## config.mk

```make
export PLATFORM = sky130hd
export DESIGN_NAME = reg_writeback
export DESIGN_NICKNAME = d
export VERILOG_FILES = /design/src/rtl/regwb_pkg.sv /design/src/rtl/reg_writeback_chk.sv /design/src/rtl/wb_fifo.sv /design/src/rtl/reg_writeback.sv
export SDC_FILE = /design/constraint.sdc
export NUM_CORES = 1
export LEC_CHECK = 0
export ABC_AREA = 0
export CAP_MARGIN = 15
export CORE_MARGIN = 4
export CORE_UTILIZATION = 45
export DETAILED_ROUTE_END_ITERATION = 16
export PLACE_DENSITY = 0.73
export SYNTH_ARGS = -nofsm -noshare
export SYNTH_HDL_FRONTEND = slang
export SYNTH_SLANG_ARGS = --single-unit
```

## constraint.sdc

```tcl
create_clock -name CLK -period 2.1 [get_ports CLK]
set_input_delay 0.315 -clock CLK [delete_from_list [all_inputs] [get_ports CLK]]
set_output_delay 0.315 -clock CLK [all_outputs]
set_load 0.005 [all_outputs]
```

## src/rtl/regwb_pkg.sv

```systemverilog
// Shared types and constants for the register-file write-back front end.
package regwb_pkg;

    localparam int SIZE       = 32;
    localparam int AMOUNT_REG = 4;

    // R15 is the PC and is never written through this port.
    localparam logic [AMOUNT_REG-1:0] PC_REG = 4'd15;

    typedef struct packed {
        logic [AMOUNT_REG-1:0] rd;
        logic [SIZE-1:0]       wd;
    } wb_req_t;

endpackage

```

## src/rtl/reg_writeback_chk.sv

```systemverilog
// Protocol checker: the pipeline must never issue an ALU write to a register with a load in flight.
module reg_writeback_chk #(
    parameter int AMOUNT_REG = 4
) (
    input logic                  CLK,
    input logic                  RST_N,
    input logic                  ALU_VALID,
    input logic [AMOUNT_REG-1:0] ALU_RD,
    input logic [15:0]           PENDING
);

    alu_vs_pending_a: assert property (@(posedge CLK) disable iff (!RST_N)
        ALU_VALID |-> !PENDING[ALU_RD]);

endmodule

```

## src/rtl/wb_fifo.sv

```systemverilog
// In-order holding queue for load results that lost write-port arbitration.
module wb_fifo
    import regwb_pkg::*;
#(
    parameter  int DEPTH = 4,
    localparam int AW    = $clog2(DEPTH)
) (
    input  logic          CLK,
    input  logic          RST_N,
    input  logic          push,
    input  wb_req_t       push_data,
    input  logic          pop,
    output wb_req_t       head,
    output logic          full,
    output logic          empty,
    output logic [AW:0]   count
);

    localparam logic [AW:0] FULL_CNT = (AW+1)'(DEPTH);

    wb_req_t       mem_r [DEPTH];
    logic [AW-1:0] wr_ptr_r;
    logic [AW-1:0] rd_ptr_r;
    logic [AW:0]   count_r;
    logic          push_s;
    logic          pop_s;

    // Guard against overrun/underrun so the pointers can never corrupt.
    assign push_s = push && (count_r != FULL_CNT);
    assign pop_s  = pop && (count_r != '0);

    assign head  = mem_r[rd_ptr_r];
    assign full  = (count_r == FULL_CNT);
    assign empty = (count_r == '0);
    assign count = count_r;

    // Storage, wrap-around pointers and occupancy count.
    always_ff @(posedge CLK or negedge RST_N) begin
        if (!RST_N) begin
            for (int i = 0; i < DEPTH; i++) begin
                mem_r[i] <= '0;
            end
            wr_ptr_r <= '0;
            rd_ptr_r <= '0;
            count_r  <= '0;
        end else begin
            if (push_s) begin
                mem_r[wr_ptr_r] <= push_data;
                wr_ptr_r        <= wr_ptr_r + AW'(1);
            end
            if (pop_s) begin
                rd_ptr_r <= rd_ptr_r + AW'(1);
            end
            case ({push_s, pop_s})
                2'b10:   count_r <= count_r + (AW+1)'(1);
                2'b01:   count_r <= count_r - (AW+1)'(1);
                default: count_r <= count_r;
            endcase
        end
    end

endmodule

```

## src/rtl/reg_writeback.sv

```systemverilog
// Merges ALU and load results onto the register file's single write port and
// tracks outstanding loads per destination register for the hazard unit.
module reg_writeback #(
    parameter int SIZE       = regwb_pkg::SIZE,
    parameter int AMOUNT_REG = regwb_pkg::AMOUNT_REG,
    parameter int DEPTH      = 4
) (
    input  logic                  CLK,
    input  logic                  RST_N,
    input  logic                  ALU_VALID,
    input  logic [AMOUNT_REG-1:0] ALU_RD,
    input  logic [SIZE-1:0]       ALU_WD,
    input  logic                  LD_ISSUE_VALID,
    input  logic [AMOUNT_REG-1:0] LD_ISSUE_RD,
    input  logic                  LD_VALID,
    input  logic [AMOUNT_REG-1:0] LD_RD,
    input  logic [SIZE-1:0]       LD_WD,
    output logic                  LD_READY,
    output logic                  WE3,
    output logic [AMOUNT_REG-1:0] RA3,
    output logic [SIZE-1:0]       WD3,
    output logic [15:0]           PENDING,
    output logic                  LD_OVF
);

    import regwb_pkg::wb_req_t;
    import regwb_pkg::PC_REG;

    localparam int           CW      = $clog2(DEPTH) + 1;
    localparam logic [CW-1:0] DEPTH_C = CW'(DEPTH);

    wb_req_t               alu_req_s;
    wb_req_t               ld_req_s;
    wb_req_t               head_s;
    wb_req_t               issue_req_s;
    logic                  issue_s;
    logic                  issue_load_s;
    logic                  bypass_s;
    logic                  pop_s;
    logic                  push_s;
    logic                  drop_s;
    logic                  we_next_s;
    logic                  fifo_full_s;
    logic                  fifo_empty_s;
    logic [CW-1:0]         count_s;
    logic [15:0]           pend_set_s;
    logic [15:0]           pend_clr_s;

    logic                  we3_r;
    logic [AMOUNT_REG-1:0] ra3_r;
    logic [SIZE-1:0]       wd3_r;
    logic [15:0]           pending_r;
    logic                  ld_ovf_r;

    assign alu_req_s = {ALU_RD, ALU_WD};
    assign ld_req_s  = {LD_RD, LD_WD};

    wb_fifo #(.DEPTH(DEPTH)) u_fifo (
        .CLK       (CLK),
        .RST_N     (RST_N),
        .push      (push_s),
        .push_data (ld_req_s),
        .pop       (pop_s),
        .head      (head_s),
        .full      (fifo_full_s),
        .empty     (fifo_empty_s),
        .count     (count_s)
    );

    // Fixed-priority arbiter: ALU, then queued loads, then a bypassing load.
    always_comb begin
        issue_s      = 1'b0;
        issue_load_s = 1'b0;
        issue_req_s  = '0;
        bypass_s     = 1'b0;
        pop_s        = 1'b0;
        if (ALU_VALID) begin
            issue_s     = 1'b1;
            issue_req_s = alu_req_s;
        end else if (!fifo_empty_s) begin
            issue_s      = 1'b1;
            issue_load_s = 1'b1;
            issue_req_s  = head_s;
            pop_s        = 1'b1;
        end else if (LD_VALID) begin
            issue_s      = 1'b1;
            issue_load_s = 1'b1;
            issue_req_s  = ld_req_s;
            bypass_s     = 1'b1;
        end else begin
            issue_s = 1'b0;
        end
    end

    // A load that did not bypass is queued; readiness ignores a same-cycle pop.
    assign push_s    = LD_VALID && !bypass_s && !fifo_full_s;
    assign drop_s    = LD_VALID && !bypass_s && fifo_full_s;
    assign we_next_s = issue_s && (issue_req_s.rd != PC_REG);
    assign LD_READY  = (count_s < DEPTH_C);

    // Scoreboard set/clear vectors; the PC is never tracked.
    always_comb begin
        pend_set_s = 16'h0000;
        pend_clr_s = 16'h0000;
        if (LD_ISSUE_VALID && (LD_ISSUE_RD != PC_REG)) begin
            pend_set_s[LD_ISSUE_RD] = 1'b1;
        end else begin
            pend_set_s = 16'h0000;
        end
        if (issue_load_s && (issue_req_s.rd != PC_REG)) begin
            pend_clr_s[issue_req_s.rd] = 1'b1;
        end else begin
            pend_clr_s = 16'h0000;
        end
    end

    // Registered write port, scoreboard (set beats clear) and sticky overflow.
    always_ff @(posedge CLK or negedge RST_N) begin
        if (!RST_N) begin
            we3_r     <= 1'b0;
            ra3_r     <= '0;
            wd3_r     <= '0;
            pending_r <= 16'h0000;
            ld_ovf_r  <= 1'b0;
        end else begin
            we3_r <= we_next_s;
            if (we_next_s) begin
                ra3_r <= issue_req_s.rd;
                wd3_r <= issue_req_s.wd;
            end
            pending_r <= (pending_r & ~pend_clr_s) | pend_set_s;
            if (drop_s) begin
                ld_ovf_r <= 1'b1;
            end
        end
    end

    assign WE3     = we3_r;
    assign RA3     = ra3_r;
    assign WD3     = wd3_r;
    assign PENDING = pending_r;
    assign LD_OVF  = ld_ovf_r;

    reg_writeback_chk #(.AMOUNT_REG(AMOUNT_REG)) u_chk (
        .CLK       (CLK),
        .RST_N     (RST_N),
        .ALU_VALID (ALU_VALID),
        .ALU_RD    (ALU_RD),
        .PENDING   (pending_r)
    );

endmodule

```

# After elaboration in Yosys (flattened, before gate mapping)
# Index checks and enable logic that the tools add are counted.
dict set report totals {
  reg_bits 205
  input_bits 81
  word_cells 79
}
dict set report classes {
  addsub 4
  magnitude_cmp 8
  n_eq_ne 6
  mux 24
  n_bitwise 5
  n_reduce_logical 16
}
# op count
set op_table {}
lappend op_table {{$mux 36} 6}
lappend op_table {{$bwmux 144} 1}
lappend op_table {{$bmux 36 s2} 1}
lappend op_table {{$demux 36 s2} 1}
lappend op_table {{$mux 16} 2}
lappend op_table {{$and 16x16->16} 1}
lappend op_table {{$not 16->16} 1}
lappend op_table {{$or 16x16->16} 1}
lappend op_table {{$logic_and 1x1->1} 11}
lappend op_table {{$lt 4x5->1 const B} 2}
lappend op_table {{$mux 1} 10}
lappend op_table {{$demux 1 s4} 2}
lappend op_table {{$ge 4x1->1 const B} 2}
lappend op_table {{$ne 4x4->1 const B} 2}
lappend op_table {{$ge 3x3->1 const B} 2}
lappend op_table {{$not 2->3} 2}
lappend op_table {{$pmux 3 s2} 1}
lappend op_table {{$add 2x1->2 const B} 2}
lappend op_table {{$add 3x1->3 const B} 1}
lappend op_table {{$eq 3x3->1 const B} 1}
lappend op_table {{$logic_not 3->1} 1}
lappend op_table {{$lt 3x1->1 const B} 1}
lappend op_table {{$lt 3x3->1 const B} 1}
lappend op_table {{$ne 3x3->1 const B} 1}
lappend op_table {{other kinds (6)} 7}

# Logic depth before layout (Yosys ltp)
dict set report depth {
  ltp_word 14
  depth_mapped 11
  ltp_nobuf 9
}

# Hierarchy
# From an unflattened synthesis, not the netlist that was laid out.
dict set report unflattened {
  hier_cells 706
  hier_area_um2 9870.7
}
# module instances cells_per_inst area_per_inst_um2 seq_area_each_um2
set modules_own_cells {}
lappend modules_own_cells {wb_fifo 1 384 6695.2 3778.6}
lappend modules_own_cells {reg_writeback 1 322 3175.5 1351.3}

# Worst setup path before layout
# No wires, ideal clock.
dict set report synth_path {
  kind {register to register}
  startpoint {register u_fifo.rd_ptr_r[0]}
  endpoint {register ra3_r[1], in the netlist RA3[1]}
  arrival_time_ps 2011
  required_time_ps 1957
  path_slack_ps -54
  stages_incl_launch_ff 9
  synth_period_minus_slack_ps 2154
  cell_sequence {dfrtp_1 -> buf_6 -> mux4_2 -> a221oi_2 -> o41ai_4 -> buf_6 -> buf_6 -> nand2_1 -> o21ai_1}
}
dict set report synth_between {
  elab_chain_len 8
}
# item line_no
set synth_lines {}
lappend synth_lines {{start, declared} wb_fifo.sv:23} ;# logic [AW-1:0] rd_ptr_r;
lappend synth_lines {{start signal, assigned} wb_fifo.sv:52} ;# rd_ptr_r <= rd_ptr_r + AW'(1);
lappend synth_lines {{$not 2->3 (not written as such) *} wb_fifo.sv:32} ;# assign head = mem_r[rd_ptr_r];
lappend synth_lines {{$bmux 36 s2 *} wb_fifo.sv:32}
lappend synth_lines {{$mux 36 (not written as such) * (2 in a row)} wb_fifo.sv:32}
lappend synth_lines {{$mux 36 *} reg_writeback.sv:80} ;# end else if (!fifo_empty_s) begin
lappend synth_lines {{$mux 36 *} reg_writeback.sv:77} ;# if (ALU_VALID) begin
lappend synth_lines {{$ne 4x4->1} reg_writeback.sv:98} ;# assign we_next_s = issue_s && (issue_req_s.rd != PC_REG);
lappend synth_lines {{$logic_and 1x1->1} reg_writeback.sv:98}
lappend synth_lines {{end signal, assigned} reg_writeback.sv:128} ;# ra3_r <= issue_req_s.rd;
lappend synth_lines {{end, declared} reg_writeback.sv:50} ;# logic [AMOUNT_REG-1:0] ra3_r;
# Every way passes the cells marked *; elsewhere a longest branch is shown, timed or not. The select of a mux whose other input is x is not followed.
# A chain may end at the register's enable or synchronous reset.

# Final worst setup path
dict set report layout_path {
  startpoint {register u_fifo.count_r[1], in the netlist u_fifo.count[1]}
  endpoint {register wd3_r[10], in the netlist WD3[10]}
}
dict set report layout_between {
  elab_chain_len 5
  word_cells_on_any_way 7
  classes_between {1 x eq/ne; 4 x mux; 2 x reduce/logical}
}
# item line_no
set layout_lines {}
lappend layout_lines {{start, declared} wb_fifo.sv:24} ;# logic [AW:0] count_r;
lappend layout_lines {{start signal, assigned} wb_fifo.sv:55} ;# 2'b10: count_r <= count_r + (AW+1)'(1);
lappend layout_lines {{start signal, assigned} wb_fifo.sv:56} ;# 2'b01: count_r <= count_r - (AW+1)'(1);
lappend layout_lines {{start signal, assigned} wb_fifo.sv:57} ;# default: count_r <= count_r;
lappend layout_lines {{$logic_not 3->1 *} wb_fifo.sv:34} ;# assign empty = (count_r == '0);
lappend layout_lines {{$mux 36} reg_writeback.sv:80}
lappend layout_lines {{$mux 36} reg_writeback.sv:77}
lappend layout_lines {{$ne 4x4->1} reg_writeback.sv:98}
lappend layout_lines {{$logic_and 1x1->1} reg_writeback.sv:98}
lappend layout_lines {{end signal, assigned} reg_writeback.sv:129} ;# wd3_r <= issue_req_s.wd;
lappend layout_lines {{end, declared} reg_writeback.sv:51} ;# logic [SIZE-1:0] wd3_r;
# Every way passes the cells marked *; elsewhere a longest branch is shown, timed or not.

==> implementation parameters <==
Parameter                              Value

Floorplanning
  Total die area    23400 um^2
  Die X-Extent    153 um
  Chip height    153 um
  Num ports    136
  Initial standard-cell utilization of the core    a little under half
  Cell row count    between 50 and 60
  Standard cell core area    20400 um^2

Finish
  Inserted Diodes    0
  Multi-input logic area    4250 um^2
  Layout Area Growth over Synthesis    32.4%
  Fill cell total of the finished layout    about 1600
  Share of cells above drive strength 1    35.7%
  Final net count    1002
  Seq. cell area    roughly 5000 um^2

Timing
  Timing-limited maximum frequency    0.463 GHz
  Worst relative slew slack    67.6%
  Slew Viols, Final    0
  Worst clock skew    between 0.009 and 0.01 ns
  Setup repair after global routing missed its margin    true
  Number of failing setup endpoints in the final timing report    28
  Slew @ Worst Pin    between 0.4 and 0.5 ns
  Post-route fraction of the period consumed by the critical path    103%
  Min Clock Period, post-route    ~2.2 ns
  Endpoints failing hold    0
  WHS    0.340 ns
  Worst setup slack after layout    -0.0581 ns
  Setup total negative slack    -0.745 ns

Job
  Number of max-cap violations    0

Setup path
  Cells traversed along the worst timing path    buf_6 > nor3_4 > buf_6 > and4b_1 > a221oi_4 > o41ai_4 > buf_6 > clkbuf_16 > nand2_2 > o21ai_1
  Arr. time, crit path    between 2 and 3 ns
  Cell type of the slowest stage on the worst timing path    sky130_fd_sc_hd__dfrtp_1
  Worst-path maximum fanout    8
  Kind of critical path    register to register
  Family of cells with the greatest summed delay on the critical path    buffers and inverters
  Critical Path Sink Type    register
  Critical path buffer and inverter count    4
  Endpoint required time on the critical path    2.53 ns
  Crit-path max cell delay    0.40 ns
  Critical Path Source Type    register
  Most frequent cell on the critical path    sky130_fd_sc_hd__buf_6

Clock tree
  H-Tree Depth    1
  Clock transition at path regs    0.06 ns
  Maximum count of clock buffers along a single path    3
  Later-pin clock latency in the skew report    0.50 ns
  Number of buffers added by the clock tree synthesis step    23
  Clock root buffer master    sky130_fd_sc_hd__clkbuf_16
  TritonCTS clock tree    built
  Clock sink count    205

Pwr
  Maximum vdd ir drop    0.909 mV
  Power per cell area    1530 nW/um^2
  Pleak    around 5.2 nW

Outcome
  Status    finished, violations left
  Violations in the final reports    negative setup slack

Route
  Post-detailed-routing wire length    roughly 23000 um
  DRC violations left    0
  Via-per-instance ratio    5.57
  Antenna-violating nets left    0
  Total vias in the final route    6667
  Wire length per cell after detailed routing    19.4 um
  First DRT Iteration DRCs    402
  First-pass detailed-route iteration total    5

Synthesis
  Flip-flop and latch count after synthesis    between 200 and 250
  EDFF count, synth    0
  Area of the mapped netlist    approximately 9400 um^2
  Number of distinct library cells after synthesis    42
  Post-Syn Instances    736
  Post-synth ARST share    100%
  Mean area per synthesized cell    12.8 um^2
  Synthesis Warnings    0
  Most used flip-flop cell after synthesis    sky130_fd_sc_hd__dfrtp_1
  Net count of the mapped netlist    just over 800
  Sequential fraction of the synthesis area    54.3%

Place
  Port buffer count    between 100 and 150
  Placer congestion estimate    0.833
  Sum of net half-perimeters after detailed placement    14900 um

GRT
  Vias in the first global route    6952
  Maximum number of pins on one net before global-route repair    54
  Wire length of the first global-routing pass    ~37000 um
  Total routing usage reported by global routing    between 15 and 20%
  Number of antenna violations at the first check in global routing    1
  Overflow after GRT    0

Hold path
  Hold/Removal Path Class    primary input to async pin
## layout by cell type, fill, tap and decap left out, types with 2 or more instances in the layout
master and n:
sky130_fd_sc_hd__o2bb2a_4 2, sky130_fd_sc_hd__nand3_1 34, sky130_fd_sc_hd__clkinv_2 5, sky130_fd_sc_hd__clkdlybuf4s50_1 132, sky130_fd_sc_hd__o31ai_1 2, sky130_fd_sc_hd__clkbuf_1 5
sky130_fd_sc_hd__inv_1 6, sky130_fd_sc_hd__a221oi_4 4, sky130_fd_sc_hd__dfrtp_1 202, sky130_fd_sc_hd__xnor2_1 4, sky130_fd_sc_hd__mux4_2 36, sky130_fd_sc_hd__clkbuf_8 4
sky130_fd_sc_hd__o21ai_1 38, sky130_fd_sc_hd__nand2b_4 2, sky130_fd_sc_hd__nor2_1 5, sky130_fd_sc_hd__nand2b_1 4, sky130_fd_sc_hd__and4b_1 3, sky130_fd_sc_hd__xor2_1 2
sky130_fd_sc_hd__nand2_2 11, sky130_fd_sc_hd__nand2_4 6, sky130_fd_sc_hd__nand2_1 64, sky130_fd_sc_hd__clkbuf_16 24, sky130_fd_sc_hd__a21oi_1 64, sky130_fd_sc_hd__o21ai_2 9
sky130_fd_sc_hd__nand3b_1 3, sky130_fd_sc_hd__or3_1 2, sky130_fd_sc_hd__o21ai_0 12, sky130_fd_sc_hd__mux2_2 144, sky130_fd_sc_hd__dfrtp_2 3, sky130_fd_sc_hd__buf_12 9
sky130_fd_sc_hd__buf_4 47, sky130_fd_sc_hd__buf_6 10, sky130_fd_sc_hd__ha_1 4
## sequential cells by signal, summed over array words and instances (netlist names), 2 cells and up
signal           flops
PENDING             16
u_fifo.wr_ptr_r      2
WD3                 32
u_fifo.count         3
u_fifo.mem_r       144
u_fifo.rd_ptr_r      2
RA3                  4
## stage by stage
stage / power [mW] / cells / util (%) / cell area [um^2] / setup WS (ns)
floorplan: 11.8 / 736 / - / 9470 / -0.00471
global placement: 14.5 / 1141 / 55.7 / 11400 / -0.135
detailed placement: 14.8 / 1141 / 55.7 / 11400 / -0.196
CTS: 19.0 / 1195 / 60.3 / 12300 / -0.00578
global route: 20.3 / 1198 / 61.2 / 12500 / -0.163
finish: 19.1 / 1198 / 61.2 / 12500 / -0.0581
## power breakdown
group          switching (mW)  internal (mW)  total [mW]  leakage [nW]
combinational            3.32           4.96        8.28          2.45
clock                    1.56           2.23        3.79         0.345
sequential               1.11           5.96        7.08          2.44
## final cells by class
class,instances,area share [%]
Multi-Input combinational cell,474,34.0
Tap cell,270,2.70
Clock buffer,31,5.09
Clock inverter,7,0.501
Inverter,8,0.260
Timing Repair Buffer,203,16.4
Sequential cell,205,41.1
## layer usage
metal	vias to the layer above	routed length, um	share of wire, %	track usage, %
li1	3030	-	-	-
met1	3391	10600	46	27.8
met2	213	10900	47	31.3
met3	31	1410	6.0	3.76
met4	2	349	1.5	4.16
met5	-	11	0.047	0
## cells in the mapped netlist, types with 2 or more instances
cell type / count / area share, %
sky130_fd_sc_hd__mux2_2: 144 / 17
sky130_fd_sc_hd__buf_1: 6 / 0.24
sky130_fd_sc_hd__nand3b_1: 3 / 0.24
sky130_fd_sc_hd__o21ai_1: 23 / 1.2
sky130_fd_sc_hd__a21oi_1: 65 / 3.4
sky130_fd_sc_hd__inv_1: 7 / 0.28
sky130_fd_sc_hd__nand2b_1: 6 / 0.40
sky130_fd_sc_hd__o21ai_0: 36 / 1.9
sky130_fd_sc_hd__mux4_2: 36 / 8.6
sky130_fd_sc_hd__nor2_1: 5 / 0.20
sky130_fd_sc_hd__o31ai_1: 2 / 0.16
sky130_fd_sc_hd__ha_1: 5 / 0.66
sky130_fd_sc_hd__nand2_1: 81 / 3.2
sky130_fd_sc_hd__a221oi_2: 3 / 0.48
sky130_fd_sc_hd__nand3_1: 34 / 1.8
sky130_fd_sc_hd__buf_6: 4 / 0.48
sky130_fd_sc_hd__nor3_1: 2 / 0.11
sky130_fd_sc_hd__clkbuf_1: 17 / 0.68
sky130_fd_sc_hd__o2bb2a_1: 2 / 0.21
sky130_fd_sc_hd__xnor2_1: 4 / 0.37
sky130_fd_sc_hd__and4b_1: 3 / 0.32
sky130_fd_sc_hd__or3_1: 2 / 0.13
sky130_fd_sc_hd__xor2_1: 2 / 0.19
sky130_fd_sc_hd__dfrtp_1: 205 / 54
sky130_fd_sc_hd__buf_2: 22 / 1.2
## cell families after synthesis
family | share of synthesized area, %
buffers and inverters | 2.88
muxes | 25.9
xor gates and xnor gates | 0.557
DFF | 54.3
AOI/OAI and AO/OA | 8.36
adders and majority gates | 0.875
and+or+nand+nor | 7.13
## worst paths after layout
kind	startpoint	endpoint	slack, ns	depth (start not counted)
min in group CLK	PENDING[15]	PENDING[15]	0.38	0
setup / recovery	u_fifo.count[1]	WD3[10]	-0.06	10
hold reg to reg	PENDING[15]	PENDING[15]	0.38	0
hold / removal	RST_N	PENDING[1]	0.34	2
setup reg to reg	u_fifo.count[1]	WD3[10]	-0.06	10
max in group asynchronous	RST_N	u_fifo.mem_r[78]	1.10	3
## timing repair
item | 4_1_cts | 5_1_grt
cloned | 1 | 1
hold buffers | 1 | 0
resized for setup | 28 | 55
buffers inserted | 14 | 3
pin swaps | 14 | 21
endpoints found under the setup margin | 50 | 51
endpoints found under the hold margin | 46 | 0
No activity file was read; power rests on OpenSTA's default activity.
